`config.mk`:
```
export PLATFORM = sky130hd
export DESIGN_NAME = seg7_scan_3digit
export DESIGN_NICKNAME = d
export VERILOG_FILES = /design/src/rtl/seg7_pkg.sv /design/src/rtl/seg7_scan_timer.sv /design/src/rtl/seg7_scan_3digit.sv
export SDC_FILE = /design/constraint.sdc
export NUM_CORES = 1
export LEC_CHECK = 0
export BUFFER_PORTS_ARGS = -buffer_cell sky130_fd_sc_hd__buf_4
export CORE_ASPECT_RATIO = 0.5
export CORE_MARGIN = 2
export CORE_UTILIZATION = 40
export DETAILED_ROUTE_END_ITERATION = 7
export HOLD_SLACK_MARGIN = 0.08
export PLACE_DENSITY = 0.58
export SYNTH_ARGS = -nofsm -noshare
export SYNTH_HDL_FRONTEND = slang
export SYNTH_SLANG_ARGS = --single-unit
```
`constraint.sdc`:
```
create_clock -name clock -period 1.88 [get_ports clock]
set_input_delay 0.376 -clock clock [delete_from_list [all_inputs] [get_ports clock]]
set_output_delay 0.376 -clock clock [all_outputs]
set_load 0.05 [all_outputs]
```
`src/rtl/seg7_pkg.sv`:
```
// Shared segment-code definitions for the 7-segment display path.
// Codes are {g,f,e,d,c,b,a}, 1 = segment lit; all-zero is the reset/invalid code.
package seg7_pkg;
   localparam int SEG_W      = 7;
   localparam int NUM_DIGITS = 3;

   typedef logic [SEG_W-1:0] seg_t;

   localparam seg_t DIGI_0 = 7'h3F;
   localparam seg_t DIGI_1 = 7'h06;
   localparam seg_t DIGI_2 = 7'h5B;
   localparam seg_t DIGI_3 = 7'h4F;
   localparam seg_t DIGI_4 = 7'h66;
   localparam seg_t DIGI_5 = 7'h6D;
   localparam seg_t DIGI_6 = 7'h7D;
   localparam seg_t DIGI_7 = 7'h07;
   localparam seg_t DIGI_8 = 7'h7F;
   localparam seg_t DIGI_9 = 7'h6F;
   localparam seg_t DIGI_X = 7'h00;
endpackage

```
`src/rtl/seg7_scan_timer.sv`:
```
// Slot counter and digit index for the display scan; produces the dead-time
// phase flag and the once-per-frame snapshot strobe.
module seg7_scan_timer
   import seg7_pkg::*;
#(
   parameter int SLOT_CYCLES = 50000,
   parameter int DEAD_CYCLES = 500
) (
   input  logic       clock,
   input  logic       rst,
   output logic [1:0] idx,
   output logic       in_dead,
   output logic       snap
);
   localparam int            CW      = $clog2(SLOT_CYCLES);
   localparam logic [CW-1:0] CNT_MAX = CW'(SLOT_CYCLES - 1);
   localparam logic [CW-1:0] DEAD_W  = CW'(DEAD_CYCLES);
   localparam logic [1:0]    IDX_MAX = 2'(NUM_DIGITS - 1);

   logic [CW-1:0] cnt_q, cnt_d;
   logic [1:0]    idx_q, idx_d;

   // NOTE: next-state defaults are assigned first so no path leaves a signal unassigned (no latch).
   always_comb begin
      cnt_d = cnt_q + CW'(1);
      idx_d = idx_q;
      if (cnt_q == CNT_MAX) begin
         cnt_d = '0;
         idx_d = (idx_q == IDX_MAX) ? 2'd0 : idx_q + 2'd1;
      end
   end

   // NOTE: state registers use non-blocking assignments only; combinational logic uses blocking.
   always_ff @(posedge clock) begin
      if (rst) begin
         cnt_q <= '0;
         idx_q <= '0;
      end else begin
         cnt_q <= cnt_d;
         idx_q <= idx_d;
      end
   end

   assign idx     = idx_q;
   assign in_dead = (cnt_q < DEAD_W);
   assign snap    = (cnt_q == '0) && (idx_q == 2'd0);
endmodule

```
`src/rtl/seg7_scan_3digit.sv`:
```
// Time-multiplexed 3-digit 7-segment driver with per-frame input snapshot.
// Define SEG7_BLANK_LZ_EN to suppress leading zeros on digits 2 and 1.
module seg7_scan_3digit
   import seg7_pkg::*;
#(
   parameter int SLOT_CYCLES = 50000,
   parameter int DEAD_CYCLES = 500
) (
   input  logic                  clock,
   input  logic                  rst,
   input  logic [SEG_W-1:0]      digi_2,
   input  logic [SEG_W-1:0]      digi_1,
   input  logic [SEG_W-1:0]      digi_0,
   input  logic                  blank,
   output logic [SEG_W-1:0]      seg,
   output logic [NUM_DIGITS-1:0] an,
   output logic                  frame_start
);
   logic [1:0] idx;
   logic       in_dead;
   logic       snap;

   seg7_scan_timer #(
      .SLOT_CYCLES (SLOT_CYCLES),
      .DEAD_CYCLES (DEAD_CYCLES)
   ) u_timer (
      .clock   (clock),
      .rst     (rst),
      .idx     (idx),
      .in_dead (in_dead),
      .snap    (snap)
   );

   seg_t                  shadow_q [NUM_DIGITS];
   seg_t                  shadow_d [NUM_DIGITS];
   seg_t                  seg_q, seg_d;
   logic [NUM_DIGITS-1:0] an_q, an_d;
   logic                  frame_start_q, frame_start_d;
   logic [NUM_DIGITS-1:0] suppress;

`ifdef SEG7_BLANK_LZ_EN
   logic sup_2, sup_1;
   assign sup_2    = (shadow_q[2] == DIGI_0);
   assign sup_1    = sup_2 && (shadow_q[1] == DIGI_0);
   assign suppress = {sup_2, sup_1, 1'b0};
`else
   assign suppress = '0;
`endif

   always_comb begin
      shadow_d = shadow_q;
      if (snap) begin
         shadow_d[0] = digi_0;
         shadow_d[1] = digi_1;
         shadow_d[2] = digi_2;
      end
   end

   always_comb begin
      an_d          = '0;
      seg_d         = '0;
      frame_start_d = snap;
      if (!in_dead && !blank && !suppress[idx]) begin
         an_d  = NUM_DIGITS'(1) << idx;
         seg_d = shadow_q[idx];
      end
   end

   always_ff @(posedge clock) begin
      if (rst) begin
         // NOTE: the shadow array is reset explicitly so a display can never show an undefined code.
         shadow_q      <= '{default: '0};
         an_q          <= '0;
         seg_q         <= '0;
         frame_start_q <= 1'b0;
      end else begin
         shadow_q      <= shadow_d;
         an_q          <= an_d;
         seg_q         <= seg_d;
         frame_start_q <= frame_start_d;
      end
   end

   assign seg         = seg_q;
   assign an          = an_q;
   assign frame_start = frame_start_q;
endmodule

```
==> flow_metrics.env <==
export IMPL_critPathKind="reg -> reg"
export IMPL_postSynthAreaPerCell_um2=9.17
export IMPL_yosys_warnings=0
export IMPL_viasPerCell=4.84
export IMPL_first_pass_iters=4
export IMPL_clock_sinks=50
export IMPL_grt_overflow=0
export IMPL_synth_most_common_cell="dfxtp_1"
export IMPL_critPathMaxFanout=6
export IMPL_syn_num_nets=271
export IMPL_post_drt_wl_per_cell_um=12.3
export IMPL_ys_seq_area_frac=0.445
export IMPL_die_area_um2=6270
export IMPL_place_congestion=0.818
export IMPL_synthFlopType="dfxtp_1"
export IMPL_root_buffer="clkbuf_8"
export IMPL_n_fill_cell=532
export IMPL_drt_antenna_violating_nets=0
export IMPL_io_buffers=34
export IMPL_synthTopCellsByArea="dfxtp_1 (45%), mux2i_1 (12%), nand2b_1 (12%), nor2_1 (5.8%), xnor2_1 (4.3%)"
export IMPL_min_period_over_period=0.895
export IMPL_synth_common_cells="dfxtp_1 (50), nand2b_1 (42), nor2_1 (35), mux2i_1 (28), xnor2_1 (11)"
export IMPL_drive_gt1_frac=0.173
export IMPL_hpwl_um=2940
export IMPL_slew_headroom=0.621
export IMPL_cap_violations=0
export IMPL_cts_tree="yes"
export IMPL_grt_max_degree=48
export IMPL_worst_pin_slew_ps=567
export IMPL_synth_async_reset_ratio=0
export IMPL_cts_buffer_depth=2
export IMPL_die_w_um=110
export IMPL_min_period_ps=1680
export IMPL_die_y_um=57
export IMPL_finalHoldViolations=0
export IMPL_tns_ps=0
export IMPL_grt_pass1_vias=1639
export IMPL_grt_usage=0.153
export IMPL_cts_resized=0
export IMPL_clk_pin_slew_ps=80
export IMPL_cp_start_kind="flop"
export IMPL_synth_area_leader_cell="dfxtp_1"
export IMPL_fp_row_count=19
export IMPL_numCtsBuffers=5
export IMPL_fin_nets=305
export IMPL_p_leak_nw=1.04
export IMPL_antenna_found_initial=0
export IMPL_ys_seq_elements=50
export IMPL_critPathArrivalTime_ps=1920
export IMPL_fmaxAchievable_mhz=595
export IMPL_p_per_area_nw_per_um2=748
export IMPL_routed_wl_um=4300
export IMPL_fin_hold_ws_ps=336
export IMPL_synth_area_um2=2250
export IMPL_vias=1700
export IMPL_diodes=0
export IMPL_ir_worst_vdd_v=0.000303
export IMPL_clk_latency_ps=300
export IMPL_synth_edf_count=0
export IMPL_status="complete, no violations"
export IMPL_synth_cell_type_count=30
export IMPL_cts_htree_levels=2
export IMPL_grt_pass1_wl_um=7360
export IMPL_synth_top_area_share=0.445
export IMPL_endpoint_kind="flop"
export IMPL_rsz0062_at_grt="no"
export IMPL_coreArea_um2=5440
export IMPL_floorplan_initialDensity=0.413
export IMPL_ios=35
export IMPL_remaining_drc_errors=0
export IMPL_hold_buffers=0
export IMPL_dr_first_iter_drc_count=57
export IMPL_cts_setup_buffers=0
export IMPL_hold_class="in -> reg"
export IMPL_fin_skew_ps=7.86
export IMPL_slew_violations=0
export IMPL_finalSetupViolCount=0
export IMPL_area_growth_pct=18.7
export IMPL_final_core_util=0.490
export IMPL_worst_ep_required_time_ps=2120
export IMPL_postSynthCellCount=245
[layer usage]
metal	vias up	track usage	share of wire
li1	889	-	-
met4	0	0.0597	0.015
met1	783	0.197	0.48
met2	20	0.244	0.46
met3	8	0.0480	0.043
met5	-	0	0
[power breakdown]
group	switching, mW	internal, mW
registers	0.0308	1.11
logic	0.110	0.134
clock network	0.325	0.284
[worst paths after layout]
| check | start | endpoint | slack, ps | cells past startpoint |
|---|---|---|---|---|
| hold reg to reg | shadow_q[5] | shadow_q[5] | 480 | 2 |
| setup / recovery | u_timer.cnt_q[0] | u_timer.idx[0] | 200 | 5 |
| hold / removal | digi_2[1] | shadow_q[1] | 340 | 3 |
| setup reg to reg | u_timer.cnt_q[0] | u_timer.idx[0] | 200 | 5 |
[cell type report]
class	instances	area (µm²)	share of cell area
Inverter	4	15.0	0.00563
Clock buffer	6	82.6	0.0310
Multi-Input combinational cell	178	1160	0.436
Tap cell	73	91.3	0.0343
Sequential cell	50	1000	0.375
Timing Repair Buffer	40	313	0.117
[cells by family after synthesis]
logic type                 after synthesis  share of synthesized area
AOI/OAI and AO/OA                       15                     0.0395
xor gates and xnor gates                13                     0.0507
adders and majority gates                2                     0.0111
buffers and inverters                   17                     0.0367
DFF                                     50                      0.445
muxes                                   28                      0.125
and+or+nand+nor                        120                      0.292
[critical path: stages (launching register included)]
cell and delay, ps:
dfxtp_1 420, ha_1 230, and3_1 210, nand4_1 180, or4_1 440, a21oi_1 150
[registers in the layout (all words and copies together), names as in the netlist]
signal / cells
frame_start: 1
u_timer.cnt_q: 16
shadow_q: 21
u_timer.idx: 2
an: 3
seg: 7
[through the flow]
stage          power (mW)  worst slack (ps)  cell area [µm²]  std cells
2_1_floorplan        1.34               337             2250        245
3_3_place_gp         1.41               303             2580        345
3_5_place_dp         1.42               259             2580        345
4_1_cts              2.03               217             2670        351
5_1_grt              2.10              82.4             2670        351
6_report             2.00               198             2670        351
[cell usage in the layout (no fill, tap or decap), types with 8 or more instances in the layout]
master	count
dfxtp_1	50
nand2b_1	42
buf_4	39
nor2_1	35
mux2i_1	28
xnor2_1	11
a21oi_1	9
nand3_1	8
(Power assumes the default switching activity.)
